`config.mk`:
```
export PLATFORM = sky130hd
export DESIGN_NAME = gcd_rr_scheduler_flat
export DESIGN_NICKNAME = d
export VERILOG_FILES = /design/src/rtl/gcd_rr_scheduler_if.sv /design/src/rtl/gcd_rr_scheduler.sv /design/src/flat_wrapper.sv
export SDC_FILE = /design/constraint.sdc
export NUM_CORES = 1
export LEC_CHECK = 0
export ABC_AREA = 1
export CAP_MARGIN = 20
export CORE_AREA = 5 5 61 118
export DETAILED_ROUTE_END_ITERATION = 6
export DIE_AREA = 0 0 66 123
export PLACE_DENSITY = 0.9
export SLEW_MARGIN = 25
export SYNTH_ARGS = -nofsm -noshare
export SYNTH_HDL_FRONTEND = slang
export SYNTH_SLANG_ARGS = --single-unit
```
`constraint.sdc`:
```
create_clock -name CLK -period 3.7 [get_ports CLK]
set_clock_uncertainty 0.2 [all_clocks]
set_input_delay 0.555 -clock CLK [delete_from_list [all_inputs] [get_ports CLK]]
set_output_delay 0.555 -clock CLK [all_outputs]
set_load 0.02 [all_outputs]
```
`src/rtl/gcd_rr_scheduler_if.sv`:
```
// ---------------------------------------------------------------------------
// gcd_rr_scheduler_if
// Bundles the client-side request/response signals and the engine-side
// start/done signals of the round-robin GCD scheduler.
//   Client side : REQ, A_IN, B_IN (to scheduler); ACK, Y_OUT, ERR_OUT,
//                 TMO_OUT, BUSY, GNT_ID (from scheduler)
//   Engine side : ENG_A, ENG_B, ENG_START (from scheduler);
//                 ENG_Y, ENG_DONE, ENG_ERROR (to scheduler)
// Modports:
//   master - the scheduler itself
//   slave  - the surroundings (clients plus engine)
// ---------------------------------------------------------------------------
interface gcd_rr_scheduler_if #(
  parameter int N = 4,
  parameter int W = 8
);
  logic [N-1:0]   REQ;
  logic [N*W-1:0] A_IN;
  logic [N*W-1:0] B_IN;
  logic [N-1:0]   ACK;
  logic [W-1:0]   Y_OUT;
  logic           ERR_OUT;
  logic           TMO_OUT;
  logic           BUSY;
  logic [2:0]     GNT_ID;
  logic [W-1:0]   ENG_A;
  logic [W-1:0]   ENG_B;
  logic           ENG_START;
  logic [W-1:0]   ENG_Y;
  logic           ENG_DONE;
  logic           ENG_ERROR;

  modport master (
    input  REQ, A_IN, B_IN, ENG_Y, ENG_DONE, ENG_ERROR,
    output ACK, Y_OUT, ERR_OUT, TMO_OUT, BUSY, GNT_ID, ENG_A, ENG_B, ENG_START
  );

  modport slave (
    output REQ, A_IN, B_IN, ENG_Y, ENG_DONE, ENG_ERROR,
    input  ACK, Y_OUT, ERR_OUT, TMO_OUT, BUSY, GNT_ID, ENG_A, ENG_B, ENG_START
  );
endinterface

```
`src/rtl/gcd_rr_scheduler.sv`:
```
// ---------------------------------------------------------------------------
// gcd_rr_scheduler
// Shares one GCD engine among N requesters with round-robin arbitration.
// The winner's operands are latched, the engine is started with a one-cycle
// pulse, and the result (or a timeout abort) is returned to the winner with
// a one-cycle one-hot ACK.
// Ports:
//   CLK   - clock, rising edge
//   RST_N - asynchronous active-low reset; aborts any in-flight service
//   bus   - gcd_rr_scheduler_if.master (client and engine signals)
// Parameters:
//   N (2..8) requesters, W operand width, TIMEOUT (1..255) WAIT cycles
// ---------------------------------------------------------------------------
module gcd_rr_scheduler #(
  parameter int N       = 4,
  parameter int W       = 8,
  parameter int TIMEOUT = 64
) (
  input logic                CLK,
  input logic                RST_N,
  gcd_rr_scheduler_if.master bus
);

  typedef enum logic [1:0] {
    IDLE  = 2'd0,
    ISSUE = 2'd1,
    WAIT  = 2'd2,
    RESP  = 2'd3
  } state_t;

  state_t       state_q, state_d;
  logic [2:0]   last_q;
  logic [2:0]   gnt_q;
  logic [7:0]   timer_q;
  logic [W-1:0] eng_a_q, eng_b_q, y_q;
  logic         err_q, tmo_q, busy_q;

  // Requests and operands widened to the 8-requester maximum so that a
  // 3-bit index always selects in range.
  logic [7:0]     req_ext;
  logic [8*W-1:0] a_ext, b_ext;
  logic [W-1:0]   a_arr [8];
  logic [W-1:0]   b_arr [8];

  assign req_ext = 8'(bus.REQ);
  assign a_ext   = (8*W)'(bus.A_IN);
  assign b_ext   = (8*W)'(bus.B_IN);

  always_comb begin
    for (int i = 0; i < 8; i++) begin
      a_arr[i] = a_ext[i*W +: W];
      b_arr[i] = b_ext[i*W +: W];
    end
  end

  // Round-robin pick: first requester found scanning last+1, last+2, ...
  // modulo N. The sum never reaches 2N, so one wrap subtraction suffices.
  logic [2:0] pick;
  logic [3:0] idx;
  logic       found;

  // NOTE: every variable written in a combinational block gets a default
  // first, so no path leaves it unassigned and no latch is inferred.
  always_comb begin
    pick  = last_q;
    idx   = '0;
    found = 1'b0;
    for (int off = 1; off <= N; off++) begin
      idx = {1'b0, last_q} + 4'(off);
      if (idx >= 4'(N)) idx = idx - 4'(N);
      if (!found && req_ext[idx[2:0]]) begin
        pick  = idx[2:0];
        found = 1'b1;
      end
    end
  end

  wire timeout_hit = (timer_q == 8'(TIMEOUT - 1));

  // State register.
  // NOTE: sequential state uses non-blocking assignments so every flop
  // samples pre-edge values regardless of process ordering.
  always_ff @(posedge CLK or negedge RST_N) begin
    if (!RST_N) state_q <= IDLE;
    else        state_q <= state_d;
  end

  // Next-state logic.
  always_comb begin
    state_d = state_q;
    case (state_q)
      IDLE:    if (|bus.REQ) state_d = ISSUE;
      ISSUE:   state_d = WAIT;
      WAIT:    if (bus.ENG_DONE || timeout_hit) state_d = RESP;
      RESP:    state_d = IDLE;
      default: state_d = IDLE;
    endcase
  end

  // Outputs decoded from state alone: no path from REQ to ACK/ENG_START.
  logic [7:0] ack_ext;
  logic       eng_start;

  always_comb begin
    ack_ext   = '0;
    eng_start = 1'b0;
    case (state_q)
      ISSUE:   eng_start = 1'b1;
      RESP:    ack_ext   = 8'd1 << gnt_q;
      default: ;
    endcase
  end

  // Datapath registers: grant, operands, timer, response, pointer.
  // NOTE: every register here has an explicit reset value; there is no
  // storage array, so nothing is left to come up undefined.
  always_ff @(posedge CLK or negedge RST_N) begin
    if (!RST_N) begin
      last_q  <= 3'(N - 1);
      gnt_q   <= '0;
      timer_q <= '0;
      eng_a_q <= '0;
      eng_b_q <= '0;
      y_q     <= '0;
      err_q   <= 1'b0;
      tmo_q   <= 1'b0;
      busy_q  <= 1'b0;
    end else begin
      busy_q <= (state_d != IDLE);
      case (state_q)
        IDLE: begin
          if (|bus.REQ) begin
            gnt_q   <= pick;
            eng_a_q <= a_arr[pick];
            eng_b_q <= b_arr[pick];
          end
        end
        ISSUE: timer_q <= '0;
        WAIT: begin
          timer_q <= timer_q + 8'd1;
          // DONE takes precedence over a coincident timeout.
          if (bus.ENG_DONE) begin
            y_q   <= bus.ENG_Y;
            err_q <= bus.ENG_ERROR;
            tmo_q <= 1'b0;
          end else if (timeout_hit) begin
            y_q   <= '0;
            err_q <= 1'b1;
            tmo_q <= 1'b1;
          end
        end
        RESP: last_q <= gnt_q;
        default: ;
      endcase
    end
  end

  assign bus.ACK       = ack_ext[N-1:0];
  assign bus.ENG_START = eng_start;
  assign bus.Y_OUT     = y_q;
  assign bus.ERR_OUT   = err_q;
  assign bus.TMO_OUT   = tmo_q;
  assign bus.BUSY      = busy_q;
  assign bus.GNT_ID    = gnt_q;
  assign bus.ENG_A     = eng_a_q;
  assign bus.ENG_B     = eng_b_q;

endmodule
```
`src/flat_wrapper.sv`:
```
// flat-port wrapper written by rule: the top's interface ports become plain ports
module gcd_rr_scheduler_flat 
#(
  parameter int N       = 4,
  parameter int W       = 8,
  parameter int TIMEOUT = 64
)
  (CLK, RST_N, bus_REQ, bus_A_IN, bus_B_IN, bus_ENG_Y, bus_ENG_DONE, bus_ENG_ERROR, bus_ACK, bus_Y_OUT, bus_ERR_OUT, bus_TMO_OUT, bus_BUSY, bus_GNT_ID, bus_ENG_A, bus_ENG_B, bus_ENG_START);
  gcd_rr_scheduler_if #(.N(N), .W(W)) bus_i ();
  input logic CLK;
  input logic RST_N;
  input wire logic [$bits(bus_i.REQ)-1:0] bus_REQ;
  input wire logic [$bits(bus_i.A_IN)-1:0] bus_A_IN;
  input wire logic [$bits(bus_i.B_IN)-1:0] bus_B_IN;
  input wire logic [$bits(bus_i.ENG_Y)-1:0] bus_ENG_Y;
  input wire logic [$bits(bus_i.ENG_DONE)-1:0] bus_ENG_DONE;
  input wire logic [$bits(bus_i.ENG_ERROR)-1:0] bus_ENG_ERROR;
  output wire logic [$bits(bus_i.ACK)-1:0] bus_ACK;
  output wire logic [$bits(bus_i.Y_OUT)-1:0] bus_Y_OUT;
  output wire logic [$bits(bus_i.ERR_OUT)-1:0] bus_ERR_OUT;
  output wire logic [$bits(bus_i.TMO_OUT)-1:0] bus_TMO_OUT;
  output wire logic [$bits(bus_i.BUSY)-1:0] bus_BUSY;
  output wire logic [$bits(bus_i.GNT_ID)-1:0] bus_GNT_ID;
  output wire logic [$bits(bus_i.ENG_A)-1:0] bus_ENG_A;
  output wire logic [$bits(bus_i.ENG_B)-1:0] bus_ENG_B;
  output wire logic [$bits(bus_i.ENG_START)-1:0] bus_ENG_START;
  assign bus_i.REQ = bus_REQ;
  assign bus_i.A_IN = bus_A_IN;
  assign bus_i.B_IN = bus_B_IN;
  assign bus_i.ENG_Y = bus_ENG_Y;
  assign bus_i.ENG_DONE = bus_ENG_DONE;
  assign bus_i.ENG_ERROR = bus_ENG_ERROR;
  assign bus_ACK = bus_i.ACK;
  assign bus_Y_OUT = bus_i.Y_OUT;
  assign bus_ERR_OUT = bus_i.ERR_OUT;
  assign bus_TMO_OUT = bus_i.TMO_OUT;
  assign bus_BUSY = bus_i.BUSY;
  assign bus_GNT_ID = bus_i.GNT_ID;
  assign bus_ENG_A = bus_i.ENG_A;
  assign bus_ENG_B = bus_i.ENG_B;
  assign bus_ENG_START = bus_i.ENG_START;
  gcd_rr_scheduler #(.N(N), .W(W), .TIMEOUT(TIMEOUT)) u_core (.CLK(CLK), .RST_N(RST_N), .bus(bus_i));
endmodule
```
== Word-level counts from Yosys, hierarchy flattened ==
Index checks and enable logic that the tools add are counted.
Cells by class
  order comparisons: 9
  mux-type cells: 36
  add/subtract/negate cells: 9
  eq/ne operators: 4
  shifts and indexed selects: 1
  reduce and logical (&&, ||, !) cells: 14
  bitwise logic cells: 1
Operators by type and width (number)
  $bmux W8 S3: 2
  $mux W8: 6
  $mux W3: 8
  $ge A4 B3 Y1 const B: 4
  $lt A3 B4 Y1 const B: 4
  $pmux W8 S2: 1
  $bmux W1 S3: 4
  $sub A3 B3 Y3 const B: 4
  $mux W1: 11
  $add A3 B2 Y4 const B: 2
  $add A8 B1 Y8 const B: 1
  $eq A8 B6 Y1 const B: 1
  $pmux W2 S4: 1
  $reduce_bool A2 Y1: 3
  $add A3 B1 Y4 const B: 1
  $add A3 B3 Y4 const B: 1
  $eq A2 B2 Y1 const B: 2
  $ge A4 B4 Y1 const B: 1
  $mux W2: 2
  $mux W4: 1
  $not A3 Y4: 1
  $reduce_and A2 Y1: 2
  $reduce_or A4 Y1: 1
  $shl A1 B3 Y4 const A: 1
  5 further kinds: 9
Word-level totals
  input bits: 80
  register bits: 43
  output and inout port bits: 35
  logic and storage cells: 84

== Depth between registers and ports, before layout ==
  depth after elaboration: 19
  depth in mapped cells: 16
  mapped depth without buffers: 14

== Worst setup path after synthesis ==
Ideal clock, no wire load.
  path kind: reg2reg
  start: register u_core.last_q[0]
  end: register u_core.eng_a_q[5], in the netlist u_core.bus.ENG_A[5]
  buffers on the path: 2
  path slack: 1.322 ns
  required time: 3.383 ns
  setup time: 0.117 ns
  arrival: 2.061 ns
  clock period less this slack: 2.378 ns
  stages on the path, launching flop included: 15
  cell sequence: dfstp_2 > buf_6 > inv_6 > ha_1 > inv_1 > nand3_2 > nand3_4 > nand3_1 > nand2_1 > nand2_1 > nand2_4 > buf_2 > nand3_1 > nand3_1 > nand2_1
Between the ends
  word-level cells in the longest chain between the ends: 19
  elaborated cells on any way between the ends: 41
  those cells by class: add/sub: 8; order compare: 4; mux: 22; bitwise: 1; reduce/logical: 6
RTL lines
  start: declaration: RTL line gcd_rr_scheduler.sv:32  | logic [2:0] last_q;
  start signal: assignment: RTL line gcd_rr_scheduler.sv:119  | last_q <= 3'(N - 1);
  start signal: assignment: RTL line gcd_rr_scheduler.sv:152  | RESP: last_q <= gnt_q;
  $add A3 B1 Y4: RTL line gcd_rr_scheduler.sv:69  | idx = {1'b0, last_q} + 4'(off);
  $ge A4 B3 Y1 / $sub A3 B3 Y3 (equally long branches): RTL line gcd_rr_scheduler.sv:70  | if (idx >= 4'(N)) idx = idx - 4'(N);
  $mux W3: RTL line gcd_rr_scheduler.sv:70
  $bmux W1 S3: RTL line gcd_rr_scheduler.sv:71  | if (!found && req_ext[idx[2:0]]) begin
  $mux W1 (not written as such): RTL line gcd_rr_scheduler.sv:71
  $mux W1: RTL line gcd_rr_scheduler.sv:71
  $logic_not A1 Y1: RTL line gcd_rr_scheduler.sv:71
  $logic_and A1 B1 Y1: RTL line gcd_rr_scheduler.sv:71
  [2 not listed]
  $logic_and A1 B1 Y1: RTL line gcd_rr_scheduler.sv:71
  $mux W1: RTL line gcd_rr_scheduler.sv:71
  $logic_not A1 Y1: RTL line gcd_rr_scheduler.sv:71
  $logic_and A1 B1 Y1: RTL line gcd_rr_scheduler.sv:71
  $mux W3 (*): RTL line gcd_rr_scheduler.sv:71
  $not A3 Y4 (not written as such) (*): RTL line gcd_rr_scheduler.sv:134  | eng_a_q <= a_arr[pick];
  $bmux W8 S3 (*): RTL line gcd_rr_scheduler.sv:134
  $mux W8 (not written as such) (*) (2 in a row): RTL line gcd_rr_scheduler.sv:134
  end signal: assignment: RTL line gcd_rr_scheduler.sv:134
  end: declaration: RTL line gcd_rr_scheduler.sv:35  | logic [W-1:0] eng_a_q, eng_b_q, y_q;
Every way passes the cells marked *; elsewhere a longest branch is shown, timed or not. The select of a mux whose other input is x is not followed.
A chain may end at the register's enable or synchronous reset.

== Final worst setup path ==
  start: register u_core.last_q[0]
  end: register u_core.eng_a_q[3], in the netlist u_core.bus.ENG_A[3]
Same word-level chain as after synthesis.

==> run metrics <==
post-synth top area cell dfrtp_1; CP Cell Sequence inv_6 -> ha_1 -> inv_1 -> nand3_1 -> inv_1 -> nor2_4 -> nand2_2 -> nand3_1 -> nand3_1 -> nand3_1 -> nand3_1 -> nand2_1; Initial DRC Count 233; outcome finished, final reports clean; Final Slew Violations 0; initial antenna violation count 0; core area 6210 µm²; Detailed Route WL 8130 µm; DRC Markers 0; CTS Buf Count 5; Routed WL per cell 13.9 µm; Hold Vio Cnt, Final 0; buffers plus inverters on the worst setup path 3; Worst Hold Class input port to async pin; Netlist cell types 34; final net count 585; CP Data Arrival Time 2.91 ns; Initial Utilization 45.8%; largest cells by area after synthesis dfrtp_1, nand2_1, nand3_1; footprint of the multi-input gates 1490 µm²; register bit total from synthesis 43; Worst EP required 3.67 ns; cts repair resizes 0; area delta synth->final 44.9%; crit share post-route 79.5%; largest net degree at the start of global routing 44; GP Congestion 0.932; number of max-cap violations 0; vias per inst 5.24; ant diodes 0; post-route minimum period 2.94 ns; Port Buffers 114; slowest CP cell dfstp_2; Leak 0.00197 µW; pwr/cell area 1010 nW/µm²; crit-path max FO 16; site row count 41; die height 123 µm; ys async rst share 100%; Syn Area/Cell 7.21 µm²; Worst-Margin Slew 0.868 ns; H-Tree Level Count 2; CTS tree done; Worst Path Class, Setup flop to flop; Max-slew headroom 42.1%; DR vias 3065; share of layout cells above drive strength 1 6.41%; vias in the first global route 2931; Die Area 8120 µm²; most used cell, CP nand3_1; post-route cell area 4120 µm²; Top delay family on crit path simple AND/OR/NAND/NOR gates; first drt pass iteration count 5; Post-synth EDFFs 0; dpl hpwl 6030 µm; post-synthesis sequential area ratio 38.0%; Hold Buf Count CTS 0; first-pass GRT wire length 13400 µm; clk slew on worst S/H paths 0.06 ns; Synth Instances 394; ANT nets after route 0; Max Clk Rate 0.340 GHz; RSZ-0062 raised after global routing false; syn nets 481; Clock Tree Root clkbuf_16; Die X 66 µm; Yosys warnings 0; Slowest Stage Delay on Critical Path 0.67 ns; Worst setup EP type flop; Peak VDD IR 679 µV; mapped cell area 2840 µm²; Fillers 535; Tot GR Track Use 20.5%; CTS sink count 43; Setup TNS Final 0 ns; Setup Fix Bufs, Post-CTS 0; area taken by flip-flops and latches 1080 µm²; Post-DP Area 3970 µm²; share of the synthesized area in the top cell type 36.1%; total congestion overflow 0; clock latency on the worst-skew pair 0.28 ns; top_reg_cell synth dfrtp_1; Final Setup Violations 0; CP Launch Type flop; IO Pins 115; clock tree buffer depth 2
==> layout by cell type (no fill, tap or decap), types with 2 or more instances in the layout <==
cell type        netlist  final
o21ai_0                8      8
nand3_2                5      5
nand3b_1              16     16
nor3_1                 8      8
clkdlybuf4s50_1        0    113
nand4_1                3      3
inv_1                 36     36
dfrtp_1               41     41
nand2_4                3      3
ha_1                   7      7
clkbuf_16              0      5
nand2_2                4      4
buf_4                  4      2
dfstp_2                2      2
nand3_1               80     80
nor2_1                12     12
a21oi_1                5      5
nor4_1                 2      2
nand2_1              130    130
==> layout make-up <==
type	instances	area share (%)
clock buffer	6	3.13
inverter	39	3.74
multi-input combinational	294	36.2
tap	86	2.61
sequential	43	26.2
timing repair buffer	115	27.8
clock inverter	2	0.304
==> where the power goes <==
part / switching (µW) / internal, µW
Sequential: 154 / 694
Clock: 176 / 249
Combinational: 1860 / 1030
==> sequential cells by signal, summed over array words and instances (netlist names) <==
signal and cells:
u_core.bus.GNT_ID 3, u_core.state_q 2, u_core.bus.Y_OUT 8, u_core.last_q 3, u_core.timer_q 8, u_core.bus.ERR_OUT 1, u_core.bus.BUSY 1, u_core.bus.ENG_A 8
u_core.bus.ENG_B 8, u_core.bus.TMO_OUT 1
==> Yosys cell counts (2+ instances only) <==
cell type  number
a21oi_1         5
buf_2           5
buf_4           4
buf_6           4
clkbuf_1        5
dfrtp_1        41
dfstp_2         2
ha_1            7
inv_1          36
nand2_1       130
nand2_2         4
nand2_4         3
nand3_1        80
nand3_2         5
nand3b_1       16
nand4_1         3
nor2_1         12
nor3_1          8
nor4_1          2
o21ai_0         8
==> worst paths after layout <==
| kind | startpoint | endpoint | slack (ns) | cells after the start |
|---|---|---|---|---|
| worst max-delay path | u_core.last_q[0] | u_core.bus.ENG_A[3] | 0.76 | 12 |
| worst min-delay path | RST_N | u_core.bus.Y_OUT[7] | 0.05 | 1 |
| worst max register to register | u_core.last_q[0] | u_core.bus.ENG_A[3] | 0.76 | 12 |
| worst min register to register | u_core.bus.Y_OUT[2] | u_core.bus.Y_OUT[2] | 0.27 | 2 |
| max in group asynchronous | RST_N | u_core.last_q[1] | 2.87 | 1 |
| min in group CLK | u_core.bus.Y_OUT[2] | u_core.bus.Y_OUT[2] | 0.27 | 2 |
==> routing by layer <==
layer  wire, µm  track usage (%)  part of all wire [%]  vias up
met4        118             5.22                   1.5        0
met3        960             7.18                    12       16
li1           -                -                     -     1490
met2       3770             32.0                    46      147
met1       3280             27.2                    40     1412
met5          0                0                     0        -
==> logic make-up (layout without fill, tap and decap cells) <==
logic type | count (synthesis) | after routing | synth area share, %
xor gates and xnor gates | 1 | 1 | 0.308
adders and majority gates | 7 | 7 | 3.08
buffers and inverters | 57 | 162 | 9.60
and+or+nand+nor | 267 | 267 | 44.9
AOI/OAI and AO/OA | 19 | 19 | 4.18
DFF | 43 | 43 | 38.0
==> worst reg2reg max path, delay by kind of cell, from the launching register on <==
| family | cells | cell delay [ns] |
|---|---|---|
| and+or+nand+nor | 8 | 1.29 |
| DFF | 1 | 0.67 |
| buffers and inverters | 3 | 0.30 |
| adders and majority gates | 1 | 0.37 |
==> stage by stage <==
| step | cells | setup WS, ns | total power [µW] | util, % | hold WS [ns] |
|---|---|---|---|---|---|
| finish | 585 | 0.759 | 4160 | 66.3 | 0.0480 |
| global route | 585 | 0.557 | 4540 | 66.3 | 0.106 |
| CTS | 585 | 0.790 | 4170 | 66.3 | 0.259 |
| detailed placement | 577 | 0.719 | 3720 | 64.0 | 0.258 |
| global placement | 577 | 0.708 | 3670 | 64.0 | 0.254 |
| floorplan | 394 | 1.32 | 3000 | - | 0.0594 |
Power figures use the tool's default switching activity.
